## src/rtl/k005297_pkg.sv

```systemverilog
// k005297 shared types and constants
// used by the page deserializer blocks
package k005297_pkg;

  localparam int BYTE_W = 8;
  localparam int K005297_PAGE_BYTES_DEF = 130;

  typedef enum logic [1:0] {
    ST_IDLE  = 2'd0,
    ST_SHIFT = 2'd1,
    ST_DONE  = 2'd2
  } pg_state_t;

endpackage

```

## src/rtl/k005297_sipo8.sv

```systemverilog
// k005297 8-bit LSB-first serial-in shifter
// byte strobe fires on the 8th enabled bit
module k005297_sipo8
  import k005297_pkg::*;
(
  input  logic              i_MCLK,
  input  logic              i_SYS_RST_n,
  input  logic              clr,
  input  logic              en,
  input  logic              bdi,
  output logic [BYTE_W-1:0] data,
  output logic              stb
);

  logic [BYTE_W-1:0] sreg;
  logic [2:0]        bitcnt;

  assign data = {bdi, sreg[BYTE_W-1:1]};
  assign stb  = en && !clr && (bitcnt == 3'd7);

  // shift new bits in at the top so the first bit lands in bit 0
  always_ff @(posedge i_MCLK or negedge i_SYS_RST_n) begin
    if (!i_SYS_RST_n) begin
      sreg   <= '0;
      bitcnt <= '0;
    end else if (clr) begin
      sreg   <= '0;
      bitcnt <= '0;
    end else if (en) begin
      sreg   <= data;
      bitcnt <= bitcnt + 3'd1;
    end
  end

endmodule

```

## src/rtl/k005297_pgdeser.sv

```systemverilog
// k005297 page deserializer
// bytes out via valid/ack, page done and overrun flags
module k005297_pgdeser
  import k005297_pkg::*;
#(
  parameter int PAGE_BYTES = K005297_PAGE_BYTES_DEF
) (
  input  logic              i_MCLK,
  input  logic              i_SYS_RST_n,
  input  logic              i_CLK2M_PCEN_n,
  input  logic              i_BDI,
  input  logic              i_GLCNT_RD,
  input  logic              i_SYNCTIP_n,
  input  logic              i_SYNCED_FLAG,
  input  logic              i_ABORT,
  input  logic              i_BYTE_ACK,
  output logic [BYTE_W-1:0] o_BYTE,
  output logic              o_BYTE_VALID,
  output logic              o_PAGE_DONE,
  output logic              o_OVERRUN,
  output logic              o_BUSY,
  output logic [7:0]        o_BYTECNT
);

  localparam logic [7:0] PB = 8'(PAGE_BYTES);

  pg_state_t         state;
  logic              pcen;
  logic              start;
  logic              shift_en;
  logic              clr;
  logic              stb;
  logic              last;
  logic [BYTE_W-1:0] data;

  assign pcen     = !i_CLK2M_PCEN_n;
  assign start    = pcen && (state == ST_IDLE) && !i_SYNCTIP_n
                    && i_SYNCED_FLAG && !i_ABORT;
  assign shift_en = pcen && (state == ST_SHIFT) && i_GLCNT_RD
                    && !i_ABORT;
  assign clr      = start || i_ABORT;
  assign last     = stb && ((o_BYTECNT + 8'd1) == PB);

  assign o_BUSY      = (state == ST_SHIFT);
  assign o_PAGE_DONE = (state == ST_DONE);

  k005297_sipo8 u_sipo (
    .i_MCLK      (i_MCLK),
    .i_SYS_RST_n (i_SYS_RST_n),
    .clr         (clr),
    .en          (shift_en),
    .bdi         (i_BDI),
    .data        (data),
    .stb         (stb)
  );

  // page FSM; abort drops straight back to idle
  always_ff @(posedge i_MCLK or negedge i_SYS_RST_n) begin
    if (!i_SYS_RST_n) begin
      state <= ST_IDLE;
    end else if (i_ABORT) begin
      state <= ST_IDLE;
    end else begin
      unique case (state)
        ST_IDLE:  if (start) state <= ST_SHIFT;
        ST_SHIFT: if (last)  state <= ST_DONE;
        ST_DONE:  if (pcen)  state <= ST_IDLE;
        default:  state <= ST_IDLE;
      endcase
    end
  end

  // byte handoff, overrun and byte count; a load beats an ack
  always_ff @(posedge i_MCLK or negedge i_SYS_RST_n) begin
    if (!i_SYS_RST_n) begin
      o_BYTE       <= '0;
      o_BYTE_VALID <= 1'b0;
      o_OVERRUN    <= 1'b0;
      o_BYTECNT    <= '0;
    end else begin
      if (start) begin
        o_BYTECNT <= '0;
        o_OVERRUN <= 1'b0;
      end
      if (stb) begin
        o_BYTECNT <= o_BYTECNT + 8'd1;
        if (!o_BYTE_VALID || i_BYTE_ACK) begin
          o_BYTE       <= data;
          o_BYTE_VALID <= 1'b1;
        end else begin
          o_OVERRUN <= 1'b1;
        end
      end else if (i_BYTE_ACK) begin
        o_BYTE_VALID <= 1'b0;
      end
    end
  end

endmodule

```

## config.mk

```make
export PLATFORM = sky130hd
export DESIGN_NAME = k005297_pgdeser
export DESIGN_NICKNAME = d
export VERILOG_FILES = /design/src/rtl/k005297_pkg.sv /design/src/rtl/k005297_sipo8.sv /design/src/rtl/k005297_pgdeser.sv
export SDC_FILE = /design/constraint.sdc
export NUM_CORES = 1
export LEC_CHECK = 0
export ABC_CLOCK_PERIOD_IN_PS = 3890
export CORE_MARGIN = 5
export CORE_UTILIZATION = 54
export DETAILED_ROUTE_END_ITERATION = 16
export PLACE_DENSITY = 0.84
export SETUP_SLACK_MARGIN = 0.3
export SLEW_MARGIN = 0
export SYNTH_ARGS = -nofsm -noshare
export SYNTH_HDL_FRONTEND = slang
export SYNTH_SLANG_ARGS = --single-unit
```

## constraint.sdc

```tcl
create_clock -name i_MCLK -period 3.89 [get_ports i_MCLK]
set_input_delay 0.778 -clock i_MCLK [delete_from_list [all_inputs] [get_ports i_MCLK]]
set_output_delay 0.778 -clock i_MCLK [all_outputs]
set_load 0.02 [all_outputs]
```

==> flow_summary.toml, run 1 <==
[run_status]
status = "complete, no violations"

[critical_path]
r2r_cells = 6
r2r-start = "u_sipo.bitcnt[0]"
cp_num_buf_inv = 1
worstPathArrival_ns = 1.60
cp.depth = 2
reg2reg_slack_ns = 1.88
crit_chain = "nor2b_2, clkdlybuf4s50_1"
cp-end-kind = "primary output"
critical_path_class = "reg2out"
cp-start-kind = "flop"
path_max_fanout = 7
r2r-end = "state[0]"
required_ns = 3.11
critPathSlowestCell = "clkdlybuf4s50_1"
endpoint = "o_BUSY"
startpoint = "state[1]"
crit_family = "buffers and inverters"
slowest_delay_ns = 0.62

[timing]
worst_slew_pin_slew_ns = 0.528
max_slew_margin_pct = 64.8
fin_tns_setup_ns = 0
fin_crit_sh_pct = 61.2
setup_viol = 0
finClkSkew_ns = 0.00731
rsz0062_at_grt = "no"
fmax_mhz = 420
final-hold-violation-count = 0
period_minus_slack_ns = 2.38
slew_violations = 0
worst_slack_ns = 1.51

[global_routing]
grt_pass1_vias = 1078
grt_pass1_wl_um = 4970
antenna_found_initial = 0
grt_usage_pct = 18.6
grt_max_degree = 31
grt-ovfl-total = 0

[clocking]
clkTransAtPathRegs_ns = 0.09
cts-buffers-inserted = 5
clockBufferDepth = 2
cts.repair.resized = 0
hold_buffers = 0
clock_latency_ns = 0.32
h-tree-depth = 2
postCtsSetupRepairBufs = 0
cts_tree = "done"
clockRootBuffer = "clkbuf_4"
cts_sinks = 30

[die]
rows = 18
io-pin-count = 29
die_area_mm2 = 0.00374
coreArea_mm2 = 0.00250
initial_utilization_pct = 56.5
die_h_um = 61.1
die_x_um = 61.1

[layout]
syn_to_final_growth_pct = 24.6
diodes = 0
layout-drive-gt1-share_pct = 9.15
fillers = 183
nets = 166

[synthesis]
synth-xor-area-share_pct = 1.86
synth_nets = 135
synthDistinctLibCells = 36
synth-edff-count = 0
synth-compound-area-share_pct = 16.8
synth_top_family_by_area = "compound AO/OA/AOI/OAI gates"
yosysSeqAreaShare_pct = 53.2
synth_fa_ha_area_share_pct = 3.55
syn_area_mm2 = 0.00141
ys_async_sr_fraction_pct = 100
synth_simple_gate_area_share_pct = 14.1
yosysWarningCount = 0
synth_ff_type = "dfrtp_1"
syn_avg_cell_area_um2 = 11.6
synth_seq_cells = 30
muxShareOfSynthArea_pct = 7.89
netlist_instances = 122

[detailed_routing]
antenna_left = 0
first_iter_violations = 40
post_drt_wl_per_cell_um = 16.5
drc = 0
vias = 1083
dr.pass1.iters = 4
viasPerCell = 5.92
wirelength_um = 3020

[pwr]
p_total_mw = 0.511
switching_power_mw = 0.121
power.density_mw_per_mm2 = 290
pwr-share-clk_pct = 32.9
p_leak_nw = 0.839
switching_share_pct = 23.6
irDropWorstVdd_v = 0.000255
combPwrFrac_pct = 5.7
sequentialPowerShare_pct = 61.4
internal_power_mw = 0.390

[placement]
pre_cts_slack_ns = 1.21
place.gp.congestion = 0.839
io_buffers = 28
dp_hpwl_um = 2210

[hold_path]
hold_path_class = "reg2reg"

[flow_run]
cap_violations = 0
==> sequential cells by signal, summed over array words and instances (netlist names) <==
signal	count
o_OVERRUN	1
o_BYTE	8
u_sipo.sreg	7
state	2
u_sipo.bitcnt	3
o_BYTECNT	8
o_BYTE_VALID	1
==> area by class of cell <==
type	count	area (µm²)	area share, %
Timing Repair Buffer	29	288	16.4
Multi-Input combinational cell	84	624	35.5
Tap cell	30	37.5	2.13
Inverter	3	11.3	0.640
Clock buffer	5	37.5	2.13
Sequential cell	30	751	42.7
Clock inverter	2	10.0	0.569
==> placed cells by master, fill, tap and decap left out, types with 5 or more instances in the layout <==
cell type / count
dfrtp_1: 30
clkdlybuf4s50_1: 28
o21ai_0: 12
a22o_1: 10
mux2_1: 8
nand3_1: 7
nor2_1: 6
clkbuf_4: 5
==> worst reg2reg max path: cells and delay by family (launching register included) <==
kind	cells	cell delay, ns
flip-flops	1	0.40
adder cells (fa/ha/maj)	2	0.47
AO/OA/AOI/OAI	2	0.41
AND/OR/NAND/NOR	2	0.61
==> power groups by stage <==
| stage | clock network [mW] | logic [mW] | registers (mW) |
|---|---|---|---|
| floorplan | 0 | 0.0101 | 0.320 |
| global placement | 0 | 0.0281 | 0.320 |
| detailed placement | 0 | 0.0293 | 0.320 |
| CTS | 0.175 | 0.0296 | 0.314 |
| global route | 0.190 | 0.0320 | 0.314 |
| finish | 0.168 | 0.0290 | 0.313 |
==> stage by stage <==
step                util [%]  hold WS, ns  cells  instance area, µm²
floorplan                  -        0.459    122                1410
global placement        68.5        0.475    176                1710
detailed placement      68.5        0.479    176                1710
CTS                     70.4        0.500    183                1760
global route            70.4        0.522    183                1760
finish                  70.4        0.498    183                1760
==> how the worst min path moves through the flow <==
| stage | cells after the start | from | endpoint |
|---|---|---|---|
| 5_1_grt | 2 | o_OVERRUN | o_OVERRUN |
| 6_report | 2 | o_OVERRUN | o_OVERRUN |
| 3_3_place_gp | 1 | o_BYTE[6] | o_BYTE[6] |
| 2_1_floorplan | 1 | u_sipo.sreg[1] | u_sipo.sreg[1] |
| 4_1_cts | 2 | o_OVERRUN | o_OVERRUN |
| 3_5_place_dp | 2 | o_OVERRUN | o_OVERRUN |
==> synth_stat cells, types with 2 or more instances <==
cell      instances  area [µm²]
nand3_1           7        35.0
nand4_1           4        25.0
nand2_1           4        15.0
buf_2             2        10.0
xnor2_1           2        17.5
mux2_1            8        90.1
nor2_1            6        22.5
ha_1              4        50.1
o21ai_0          12        60.1
a22o_1           10        87.6
nor2b_1           2        12.5
nand2b_1          3        18.8
inv_1             3        11.3
dfrtp_1          30         751
clkbuf_1          2        7.51
and3_1            2        12.5
a21oi_1           2        10.0
==> layer usage <==
metal,vias up,global-route usage [%],routed length (µm)
li1,515,-,-
met1,535,21.3,1260
met2,27,31.0,1530
met3,6,7.13,174
met4,0,8.36,49
met5,-,0,0
==> logic make-up (layout without fill, tap and decap cells) <==
logic type	Yosys count	in the layout
AO/OA/AOI/OAI	33	33
XOR/XNOR	3	3
adder cells (fa/ha/maj)	4	4
buffers and inverters	8	39
flip-flops	30	30
multiplexers	10	10
AND/OR/NAND/NOR	34	34
Note: power is estimated with default switching activity, not from simulation.
==> run 2: changes to the inputs <==
--- a/config.mk
+++ b/config.mk
@@ -5,11 +5,11 @@
 export SDC_FILE = /design/constraint.sdc
 export NUM_CORES = 1
 export LEC_CHECK = 0
-export ABC_CLOCK_PERIOD_IN_PS = 3890
+export ABC_CLOCK_PERIOD_IN_PS = 2100
 export CORE_MARGIN = 5
-export CORE_UTILIZATION = 54
+export CORE_UTILIZATION = 45
 export DETAILED_ROUTE_END_ITERATION = 16
-export PLACE_DENSITY = 0.84
+export PLACE_DENSITY = 0.74
 export SETUP_SLACK_MARGIN = 0.3
 export SLEW_MARGIN = 0
 export SYNTH_ARGS = -nofsm -noshare
==> constraint.sdc (replaced) <==
create_clock -name i_MCLK -period 2.1 [get_ports i_MCLK]
set_input_delay 0.42 -clock i_MCLK [delete_from_list [all_inputs] [get_ports i_MCLK]]
set_output_delay 0.42 -clock i_MCLK [all_outputs]
set_load 0.02 [all_outputs]
==> flow_summary.toml, run 2 (synthesis gave the netlist of run 1 again) <==
[run_status]
status = "complete, no violations"

[layout]
syn_to_final_growth_pct = 30.8
nets = 170
fillers = 245
top_regs = "o_BYTECNT (8), o_BYTE (8), u_sipo.sreg (7)"
design_area_mm2 = 0.00185
layout_commonest_cell = "dfrtp_1"
final_cell_mix = "dfrtp_1 (26), clkdlybuf4s50_1 (18), o21ai_0 (12), a22o_1 (10)"
layout-drive-gt1-share_pct = 15.3
diodes = 0

[clocking]
clockRootBuffer = "clkbuf_4"
cts_sinks = 30
clockBufferDepth = 2
clock_latency_ns = 0.33
cts_tree = "done"
cts-buffers-inserted = 5
h-tree-depth = 2
clkTransAtPathRegs_ns = 0.10

[timing]
max_slew_margin_pct = 75.0
fmax_mhz = 580
final-hold-violation-count = 0
period_minus_slack_ns = 1.72
fin_crit_sh_pct = 82.1
rsz0062_at_grt = "no"
setup_viol = 0
finClkSkew_ns = 0.00689
worst_slew_pin_slew_ns = 0.374
slew_violations = 0
fin_tns_setup_ns = 0

[detailed_routing]
first_iter_violations = 66
dr.pass1.iters = 4
viasPerCell = 5.61
post_drt_wl_per_cell_um = 14.8
drc = 0
wirelength_um = 2970
vias = 1128
antenna_left = 0

[critical_path]
cp-end-kind = "primary output"
required_ns = 1.68
critical_path_class = "reg2out"
cp_num_buf_inv = 1
worstPathArrival_ns = 1.30
critPathSlowestCell = "dfrtp_2"
cp.depth = 2
crit_chain = "nor2b_2, dlygate4sd2_1"
r2r_cells = 5
crit_family = "flip-flops"
cp-start-kind = "flop"
r2r-start = "o_BYTECNT[0]"
slowest_delay_ns = 0.47
startpoint = "state[1]"
path_max_fanout = 7

[die]
rows = 20
die_area_mm2 = 0.00436
initial_utilization_pct = 46.6
die_h_um = 66.0
io-pin-count = 29
coreArea_mm2 = 0.00303
die_x_um = 66.0

[global_routing]
antenna_found_initial = 0
grt-ovfl-total = 0
grt_max_degree = 31
grt_pass1_wl_um = 5040
grt_usage_pct = 15.2
grt_pass1_vias = 1114

[placement]
io_buffers = 28
dpl_cell_area_mm2 = 0.00176
place.gp.congestion = 0.856
dp_hpwl_um = 2100

[pwr]
power.density_mw_per_mm2 = 603
p_total_mw = 1.11
p_leak_nw = 0.933
irDropWorstVdd_v = 0.000355

[flow_run]
cap_violations = 0

[hold_path]
hold_path_class = "in2async"
[run 2: changes by cell type in the layout (fill, tap and decap cells not counted), sizes merged]
cell | previous run | this run
clkinv | 2 | 0
dlymetal6s2s | 0 | 2
clkdlybuf4s50 | 28 | 18
bufinv | 0 | 1
clkbuf | 5 | 6
dlygate4sd2 | 0 | 8
buf | 1 | 5
[run 2: repair_timing]
action,in CTS,in global routing
resized for setup,10,6
hold buffers,0,0
setup endpoints to repair,9,5
endpoints found under the hold margin,0,0
buffers inserted,0,0
cloned,0,0
[run 2: stage by stage]
stage	hold WS, ns	instances	setup slack (ns)	utilization, %
3_3_place_gp	0.466	194	0.165	58.1
5_1_grt	0.504	201	0.313	61.0
4_1_cts	0.467	201	0.123	60.5
3_5_place_dp	0.484	194	0.116	58.1
2_1_floorplan	0.124	122	0.419	-
6_report	0.462	201	0.376	61.0
[run 2: path summary, 6_finish.rpt]
path	slack, ns	to
max	0.38	o_BUSY
min	0.46	state[0]
max reg2reg	0.42	state[0]
min reg2reg	0.50	o_BYTE[7]
max in group asynchronous	1.34	o_BYTECNT[0]
min in group i_MCLK	0.50	o_BYTE[7]
[run 2: where the power goes]
group / switching [mW] / internal [mW] / total [mW] / leakage, nW
combinational: 0.0290 / 0.0233 / 0.0523 / 0.477
clock: 0.203 / 0.277 / 0.479 / 0.0443
sequential: 0.00188 / 0.579 / 0.581 / 0.412
total: 0.233 / 0.879 / 1.11 / 0.933
[run 2: per-layer routing]
metal / global-route usage, % / up-vias / share of wire (%)
met4: 6.09 / 0 / 2.0
met1: 18.9 / 543 / 43
met2: 23.7 / 57 / 46
met5: 0 / - / 0
li1: - / 518 / -
met3: 5.95 / 10 / 8.5
[run 2: worst reg2reg max path: stages (launching register included)]
cell and delay, ns:
dfrtp_2 0.47, and4_4 0.24, a211o_1 0.31, a221oi_2 0.27, and3_1 0.22, o41ai_1 0.07
[run 2: final cells by class]
| type | instances | area (µm²) | area share, % |
|---|---|---|---|
| Sequential cell | 30 | 756 | 40.9 |
| Timing Repair Buffer | 33 | 313 | 16.9 |
| Multi-Input combinational cell | 84 | 629 | 34.1 |
| Tap cell | 44 | 55.1 | 2.98 |
| Inverter | 3 | 11.3 | 0.610 |
| Clock buffer | 6 | 51.3 | 2.78 |
| Clock inverter | 1 | 30.0 | 1.63 |
